$ cat src/rtl/regfile_sb_if.sv
// regfile_sb_if: decode/write-back side bundle of the
// scoreboarded register file (read, write, reserve, clear).
interface regfile_sb_if #(
  parameter int DATA_W = 32,
  parameter int ADDR_W = 5
);
  logic              d_en;
  logic [ADDR_W-1:0] d_addr;
  logic [DATA_W-1:0] d;
  logic [ADDR_W-1:0] s_addr;
  logic [ADDR_W-1:0] t_addr;
  logic [DATA_W-1:0] s;
  logic [DATA_W-1:0] t;
  logic              s_busy;
  logic              t_busy;
  logic              rsv_en;
  logic [ADDR_W-1:0] rsv_addr;
  logic              clr_req;
  logic              clr_busy;

  modport master (
    output d_en, d_addr, d,
    output s_addr, t_addr,
    output rsv_en, rsv_addr,
    output clr_req,
    input  s, t, s_busy, t_busy,
    input  clr_busy
  );

  modport slave (
    input  d_en, d_addr, d,
    input  s_addr, t_addr,
    input  rsv_en, rsv_addr,
    input  clr_req,
    output s, t, s_busy, t_busy,
    output clr_busy
  );
endinterface

$ cat src/rtl/regfile_sb.sv
// regfile_sb: 2R/1W register file with write bypass,
// pending-write scoreboard and a sequenced full clear.
module regfile_sb #(
  parameter int DATA_W   = 32,
  parameter int ADDR_W   = 5,
  parameter bit ZERO_REG = 1'b1
) (
  input logic         clk,
  input logic         reset,
  regfile_sb_if.slave bus
);
  localparam int DEPTH = 2 ** ADDR_W;

  typedef enum logic {IDLE, CLEAR} state_t;

  state_t state_q, state_d;
  logic [ADDR_W-1:0] idx_q, idx_d;
  logic [DEPTH-1:0][DATA_W-1:0] mem_q;
  logic [DEPTH-1:0] pend_q;

  logic idle;
  logic wr_ok;
  logic rsv_ok;
  logic s_zero;
  logic t_zero;
  logic s_byp;
  logic t_byp;

  assign idle   = (state_q == IDLE);
  assign wr_ok  = idle && bus.d_en &&
                  !(ZERO_REG && bus.d_addr == '0);
  assign rsv_ok = idle && bus.rsv_en &&
                  !(ZERO_REG && bus.rsv_addr == '0);
  assign s_zero = ZERO_REG && bus.s_addr == '0;
  assign t_zero = ZERO_REG && bus.t_addr == '0;
  assign s_byp  = wr_ok && bus.d_addr == bus.s_addr;
  assign t_byp  = wr_ok && bus.d_addr == bus.t_addr;

  // Read ports: zero reg, then bypass, then array
  always_comb begin
    bus.s      = mem_q[bus.s_addr];
    bus.t      = mem_q[bus.t_addr];
    bus.s_busy = pend_q[bus.s_addr];
    bus.t_busy = pend_q[bus.t_addr];
    if (s_byp) begin
      bus.s      = bus.d;
      bus.s_busy = 1'b0;
    end
    if (t_byp) begin
      bus.t      = bus.d;
      bus.t_busy = 1'b0;
    end
    if (s_zero) begin
      bus.s      = '0;
      bus.s_busy = 1'b0;
    end
    if (t_zero) begin
      bus.t      = '0;
      bus.t_busy = 1'b0;
    end
  end

  assign bus.clr_busy = (state_q == CLEAR);

  // Clear sequencer next state; index wraps at DEPTH
  always_comb begin
    state_d = state_q;
    idx_d   = idx_q;
    unique case (state_q)
      IDLE: begin
        if (bus.clr_req) begin
          state_d = CLEAR;
          idx_d   = '0;
        end
      end
      CLEAR: begin
        idx_d = idx_q + 1'b1;
        if (idx_q == '1) state_d = IDLE;
      end
      default: state_d = IDLE;
    endcase
  end

  // Clear sequencer state register
  always_ff @(posedge clk or posedge reset) begin
    if (reset) begin
      state_q <= IDLE;
      idx_q   <= '0;
    end else begin
      state_q <= state_d;
      idx_q   <= idx_d;
    end
  end

  // Register array: sweep clears, else legal write
  always_ff @(posedge clk or posedge reset) begin
    if (reset) begin
      mem_q <= '0;
    end else if (!idle) begin
      mem_q[idx_q] <= '0;
    end else if (wr_ok) begin
      mem_q[bus.d_addr] <= bus.d;
    end
  end

  // Scoreboard: write retires, same-cycle reserve wins
  always_ff @(posedge clk or posedge reset) begin
    if (reset) begin
      pend_q <= '0;
    end else if (!idle) begin
      pend_q[idx_q] <= 1'b0;
    end else begin
      if (wr_ok)  pend_q[bus.d_addr]   <= 1'b0;
      if (rsv_ok) pend_q[bus.rsv_addr] <= 1'b1;
    end
  end
endmodule

$ cat src/flat_wrapper.sv
// flat-port wrapper written by rule: the top's interface ports become plain ports
module regfile_sb_flat 
#(
  parameter int DATA_W   = 32,
  parameter int ADDR_W   = 5,
  parameter bit ZERO_REG = 1'b1
)
  (clk, reset, bus_d_en, bus_d_addr, bus_d, bus_s_addr, bus_t_addr, bus_rsv_en, bus_rsv_addr, bus_clr_req, bus_s, bus_t, bus_s_busy, bus_t_busy, bus_clr_busy);
  regfile_sb_if #(.DATA_W(DATA_W), .ADDR_W(ADDR_W)) bus_i ();
  input logic clk;
  input logic reset;
  input wire logic [$bits(bus_i.d_en)-1:0] bus_d_en;
  input wire logic [$bits(bus_i.d_addr)-1:0] bus_d_addr;
  input wire logic [$bits(bus_i.d)-1:0] bus_d;
  input wire logic [$bits(bus_i.s_addr)-1:0] bus_s_addr;
  input wire logic [$bits(bus_i.t_addr)-1:0] bus_t_addr;
  input wire logic [$bits(bus_i.rsv_en)-1:0] bus_rsv_en;
  input wire logic [$bits(bus_i.rsv_addr)-1:0] bus_rsv_addr;
  input wire logic [$bits(bus_i.clr_req)-1:0] bus_clr_req;
  output wire logic [$bits(bus_i.s)-1:0] bus_s;
  output wire logic [$bits(bus_i.t)-1:0] bus_t;
  output wire logic [$bits(bus_i.s_busy)-1:0] bus_s_busy;
  output wire logic [$bits(bus_i.t_busy)-1:0] bus_t_busy;
  output wire logic [$bits(bus_i.clr_busy)-1:0] bus_clr_busy;
  assign bus_i.d_en = bus_d_en;
  assign bus_i.d_addr = bus_d_addr;
  assign bus_i.d = bus_d;
  assign bus_i.s_addr = bus_s_addr;
  assign bus_i.t_addr = bus_t_addr;
  assign bus_i.rsv_en = bus_rsv_en;
  assign bus_i.rsv_addr = bus_rsv_addr;
  assign bus_i.clr_req = bus_clr_req;
  assign bus_s = bus_i.s;
  assign bus_t = bus_i.t;
  assign bus_s_busy = bus_i.s_busy;
  assign bus_t_busy = bus_i.t_busy;
  assign bus_clr_busy = bus_i.clr_busy;
  regfile_sb #(.DATA_W(DATA_W), .ADDR_W(ADDR_W), .ZERO_REG(ZERO_REG)) u_core (.clk(clk), .reset(reset), .bus(bus_i));
endmodule
$ cat config.mk
export PLATFORM = sky130hd
export DESIGN_NAME = regfile_sb_flat
export DESIGN_NICKNAME = d
export VERILOG_FILES = /design/src/rtl/regfile_sb_if.sv /design/src/rtl/regfile_sb.sv /design/src/flat_wrapper.sv
export SDC_FILE = /design/constraint.sdc
export NUM_CORES = 2
export LEC_CHECK = 0
export CAP_MARGIN = 0
export CORE_ASPECT_RATIO = 0.8
export CORE_MARGIN = 8
export CORE_UTILIZATION = 31
export DETAILED_ROUTE_END_ITERATION = 8
export PLACE_DENSITY = 0.56
export SLEW_MARGIN = 20
export SYNTH_ARGS = -nofsm -noshare
export SYNTH_HDL_FRONTEND = slang
export SYNTH_SLANG_ARGS = --single-unit
$ cat constraint.sdc
create_clock -name clk -period 90.2 [get_ports clk]
set_input_delay 22.55 -clock clk [delete_from_list [all_inputs] [get_ports clk]]
set_output_delay 22.55 -clock clk [all_outputs]
set_load 0.01 [all_outputs]
### Yosys cells after proc, flatten, opt, wreduce, memory -nomap -nowiden

Index checks and enable logic that the tools add are counted.
W data, S select, Z words.

| cells by class | value |
|---|---|
| multiplexer cells | 38 |
| bitwise operators | 8 |
| eq/ne operators | 4 |
| multiply operators | 0 |
| div/mod/pow operators | 0 |
| add/sub/neg operators | 1 |
| shift operators | 0 |
| order comparisons | 8 |
| reduce and logical (&&, ||, !) cells | 16 |

Operator list:

| operator | count |
|---|---|
| $mux W1024 | 2 |
| $and A1024 B1024 Y1024 | 1 |
| $bwmux W1024 | 1 |
| $not A1024 Y1024 | 1 |
| $mux W32 | 12 |
| $bmux W32 S5 | 2 |
| $demux W32 S5 | 2 |
| $and A32 B32 Y32 | 2 |
| $not A32 Y32 | 2 |
| $or A32 B32 Y32 | 1 |
| $lt A5 B6 Y1 const B | 5 |
| $logic_not A5 Y1 | 4 |
| $demux W1 S5 | 3 |
| $ge A5 B1 Y1 const B | 3 |
| $mux W1 | 11 |
| $bmux W1 S5 | 2 |
| $eq A5 B5 Y1 | 2 |
| $pmux W5 S2 | 1 |
| $logic_and A1 B1 Y1 | 9 |
| $add A5 B1 Y5 const B | 1 |
| $eq A5 B5 Y1 const B | 1 |
| $mux W5 | 1 |
| $logic_not A1 Y1 | 2 |
| $ne A2 B2 Y1 const B | 1 |
| other kinds (3) | 3 |

| word-level totals | value |
|---|---|
| input bits | 57 |
| memory bits (read-only) | 0 |
| RAM bits | 0 |
| logic and storage cells | 110 |
| bits in registers | 1062 |
| memories kept | 0 |
| bits in latches | 0 |

### Longest topological paths before layout

| depth | value |
|---|---|
| depth in word-level cells | 11 |
| depth in mapped cells | 10 |

### Least setup slack after synthesis

No wires, ideal clock.

| timing | value |
|---|---|
| path type | input to output |
| from | input port bus_d_addr[2] |
| to | output port bus_s_busy |
| cell stages on the path | 7 |
| data required time | 67.650 ns |
| path buffers | 2 |
| path slack | 43.433 ns |
| arrival time | 24.217 ns |
| cell sequence | buf_2 > or3_4 > o31ai_4 > or4_1 > buf_4 > nand2_2 > nor4_1 |

| between the ends | value |
|---|---|
| cells in the longest elaborated chain, start to end | 6 |

Ends and longest elaborated chain:

| element | RTL line | source |
|---|---|---|
| from (decl) | flat_wrapper.sv:13 | `input wire logic [$bits(bus_i.d_addr)-1:0] bus_d_addr;` |
| $logic_not A5 Y1 | regfile_sb.sv:31 | `!(ZERO_REG && bus.d_addr == '0);` |
| $logic_not A1 Y1 | regfile_sb.sv:31 |  |
| $logic_and A1 B1 Y1 | regfile_sb.sv:30 | `assign wr_ok = idle && bus.d_en &&` |
| $logic_and A1 B1 Y1 (*) | regfile_sb.sv:36 | `assign s_byp = wr_ok && bus.d_addr == bus.s_addr;` |
| $mux W1 (*) | regfile_sb.sv:45 | `if (s_byp) begin` |
| $mux W1 (*) | regfile_sb.sv:53 | `if (s_zero) begin` |
| to (decl) | flat_wrapper.sv:22 | `output wire logic [$bits(bus_i.s_busy)-1:0] bus_s_busy;` |

Every way passes the cells marked *; elsewhere a longest branch is shown, timed or not.

### Worst setup path in the final report

| timing | value |
|---|---|
| from | input port bus_s_addr[0] |
| to | output port bus_s[11] |

| between the ends | value |
|---|---|
| cells in the longest elaborated chain, start to end | 4 |

Ends and longest elaborated chain:

| element | RTL line | source |
|---|---|---|
| from (decl) | flat_wrapper.sv:15 | `input wire logic [$bits(bus_i.s_addr)-1:0] bus_s_addr;` |
| $bmux W32 S5 / $eq A5 B5 Y1 (equally long branches) | regfile_sb.sv:41, regfile_sb.sv:36 |  |
| $mux W32 (implied by the code) / $logic_and A1 B1 Y1 (equally long branches) | regfile_sb.sv:41, regfile_sb.sv:36 |  |
| $mux W32 | regfile_sb.sv:45 |  |
| $mux W32 (*) | regfile_sb.sv:53 |  |
| to (decl) | flat_wrapper.sv:20 | `output wire logic [$bits(bus_i.s)-1:0] bus_s;` |

Every way passes the cells marked *; elsewhere a longest branch is shown, timed or not. The select of a mux whose other input is x is not followed.

==> impl_metrics.env <==
export IMPL_power_density_nw_per_um2=20.9
export IMPL_crit_type="in2out"
export IMPL_synth_cell_type_count=80
export IMPL_worst_hold_path_num_cells=1
export IMPL_synth_area_top_cells="dfrtp_1 (48%), mux4_2 (18%), a22o_1 (16%)"
export IMPL_setup_worst_path_end_class="primary output"
export IMPL_firstDrtPassIters=8
export IMPL_cp_start_kind="primary input"
export IMPL_cp_data_required_time_ns=67.65
export IMPL_ys_ff_latch=1062
export IMPL_ys_flop_type="dfrtp_1"
export IMPL_synth_top_area_share_pct=47.6
export IMPL_setup_violations=0
export IMPL_synth_edf_count=0
export IMPL_p_leak_nw=27.3
export IMPL_drv_slew=0
export IMPL_clkTransAtPathRegs_ns=0.06
export IMPL_cts_setup_buffers=0
export IMPL_slew_headroom_pct=17.9
export IMPL_grtUsageMet2_pct=37.1
export IMPL_met1_usage_pct=32.1
export IMPL_routabilityCongestion=0.858
export IMPL_synth_area_sq_um=55800
export IMPL_cts_root_buf="clkbuf_16"
export IMPL_grt_first_pass_wirelength_mm=357
export IMPL_worstMarginPinSlew_ns=1.23
export IMPL_hp_class="reg2reg"
export IMPL_area_delta_synth_final_pct=13.2
export IMPL_hold_viol_final=0
export IMPL_holdWs_ns=0.513
export IMPL_rsz0062_at_grt="no"
export IMPL_total_power_mw=1.32
export IMPL_met3_usage_pct=9.06
export IMPL_async_reset_ff_share_pct=100
export IMPL_busiest_layer="met2"
export IMPL_outcome="completed"
export IMPL_syn_nets=4247
export IMPL_cts_sinks=1062
export IMPL_initial_utilization_pct=31.2
export IMPL_timing_final_crit_share_pct=55.3
export IMPL_yosysTopAreaCell="dfrtp_1"
export IMPL_wl_per_cell_microns=39.0
export IMPL_nNetsFinal=4109
export IMPL_dp_hpwl_mm=140
export IMPL_chipHeight_microns=396
export IMPL_die_width_microns=491
export IMPL_vias=44700
export IMPL_first_global_vias=44200
export IMPL_setup_tns_ns=0
export IMPL_grt_use_total_pct=25.2
export IMPL_remaining_drc_errors=0
export IMPL_synthTopCellsByCount="dfrtp_1 (1062), a22o_1 (1025), mux4_2 (440), clkbuf_1 (341), mux2i_1 (154)"
export IMPL_drive_above_1_share_pct=23.0
export IMPL_synth_cells=4185
export IMPL_cts_max_path_buffers=3
export IMPL_ant_nets=0
export IMPL_r2r_cells=8
export IMPL_drt_total_wl_mm=255
export IMPL_cts_hold_buf=0
export IMPL_die_area_sq_um=194000
export IMPL_synth_most_common_cell="dfrtp_1"
export IMPL_max_vdd_ir_drop_v=0.0000147
export IMPL_portBuffers=123
export IMPL_gr_total_overflow=0
export IMPL_cts_tree="built"
export IMPL_period_needed_ns=49.91
export IMPL_yosys_warnings=0
export IMPL_yosysSeqAreaShare_pct=47.6
export IMPL_crit_fanout=80
export IMPL_cts_buffers=114
export IMPL_clock_fmax_ghz=0.0200
export IMPL_synth_area_per_cell_sq_um=13.3
export IMPL_ios=124
export IMPL_skew_ns=0.0203
export IMPL_arrival_ns=27.36
export IMPL_grt_max_degree=167
export IMPL_clock_latency_ns=0.76
export IMPL_htreeDepth=3
export IMPL_drt_iter0_markers=6913
export IMPL_core_sq_um=179000
export IMPL_rows=139
export IMPL_antenna_found_initial=7
export IMPL_avgViaCountPerCell=6.85
export IMPL_cts_resized=0
export IMPL_cap_violations=0
## routing by layer
metal  wire (microns)  vias to the layer above
li1                 -                    16500
met2           109000                     3940
met3            34200                      913
met4            17800                        4
met1            93600                    23400
met5               90                        -
## registers in the layout, indices dropped and copies added (netlist names)
name	flops
u_core.mem_q	1024
u_core.pend_q	32
u_core.idx_q	5
u_core.bus.clr_busy	1
## through the flow
stage / setup slack [ns] / instances / utilization [%] / instance area, sq um
5_1_grt: 40.11 / 6531 / 35.3 / 63200
6_report: 40.29 / 6533 / 35.3 / 63200
2_1_floorplan: 37.76 / 4185 / - / 55800
3_3_place_gp: 40.38 / 6328 / 33.1 / 59400
4_1_cts: 40.37 / 6529 / 35.3 / 63200
3_5_place_dp: 40.38 / 6328 / 33.1 / 59400
## power by group
group / switching (mW) / internal (mW)
sequential: 0.0379 / 0.518
clock: 0.211 / 0.285
combinational: 0.169 / 0.0983
total: 0.417 / 0.902
## critical path, stage by stage
cell	delay, ns
buf_8	0.42
buf_4	0.52
buf_4	0.64
buf_12	0.50
mux4_1	0.65
o22ai_1	0.21
nor4_1	0.14
nor3_1	0.64
nor2_1	0.13
clkdlybuf4s50_1	0.60
## cell families after synthesis
logic type,synth area share [%]
AOI/OAI and AO/OA,20.7
DFF,47.6
muxes,22.6
buffers and inverters,4.68
and+or+nand+nor,4.10
xor gates and xnor gates,0.188
adders and majority gates,0.112
## worst paths after layout
kind,to,startpoint,slack (ns)
max,bus_s[11],bus_s_addr[0],40.29
max reg2reg,u_core.mem_q[661]$_DFFE_PP0P_,u_core.bus.clr_busy$_DFF_PP0_,86.66
max in group asynchronous,u_core.mem_q[564]$_DFFE_PP0P_,reset,63.93
min in group asynchronous,u_core.mem_q[277]$_DFFE_PP0P_,reset,22.37
min,u_core.mem_q[12]$_DFFE_PP0P_,u_core.mem_q[12]$_DFFE_PP0P_,0.51
min reg2reg,u_core.mem_q[12]$_DFFE_PP0P_,u_core.mem_q[12]$_DFFE_PP0P_,0.51
## placed cells by master, fill, tap and decap left out, types with 31 or more instances in the layout
cell,synthesis,final
dfrtp_1,1062,1062
a22o_1,1025,1025
mux4_2,440,440
mux2i_1,154,154
buf_4,49,152
o22ai_1,124,124
clkbuf_16,0,115
clkdlybuf4s50_1,0,107
nand2_1,102,101
nor2_1,121,96
a21oi_1,97,66
mux2_2,65,65
nor3_1,45,42
a22oi_1,42,42
nand3_1,41,40
and2_1,39,39
o21ai_0,39,39
a21oi_4,0,31
## cell type report
type,count,area [sq um]
Fill cell,17200,116000
Multi-Input combinational cell,2572,27300
Sequential cell,1062,26600
Inverter,19,78.8
Clock inverter,42,563
Tap cell,2397,3000
Timing Repair Buffer,278,2440
Clock buffer,159,3260
Antenna cell,4,10.0
Note: power is estimated with default switching activity, not from simulation.
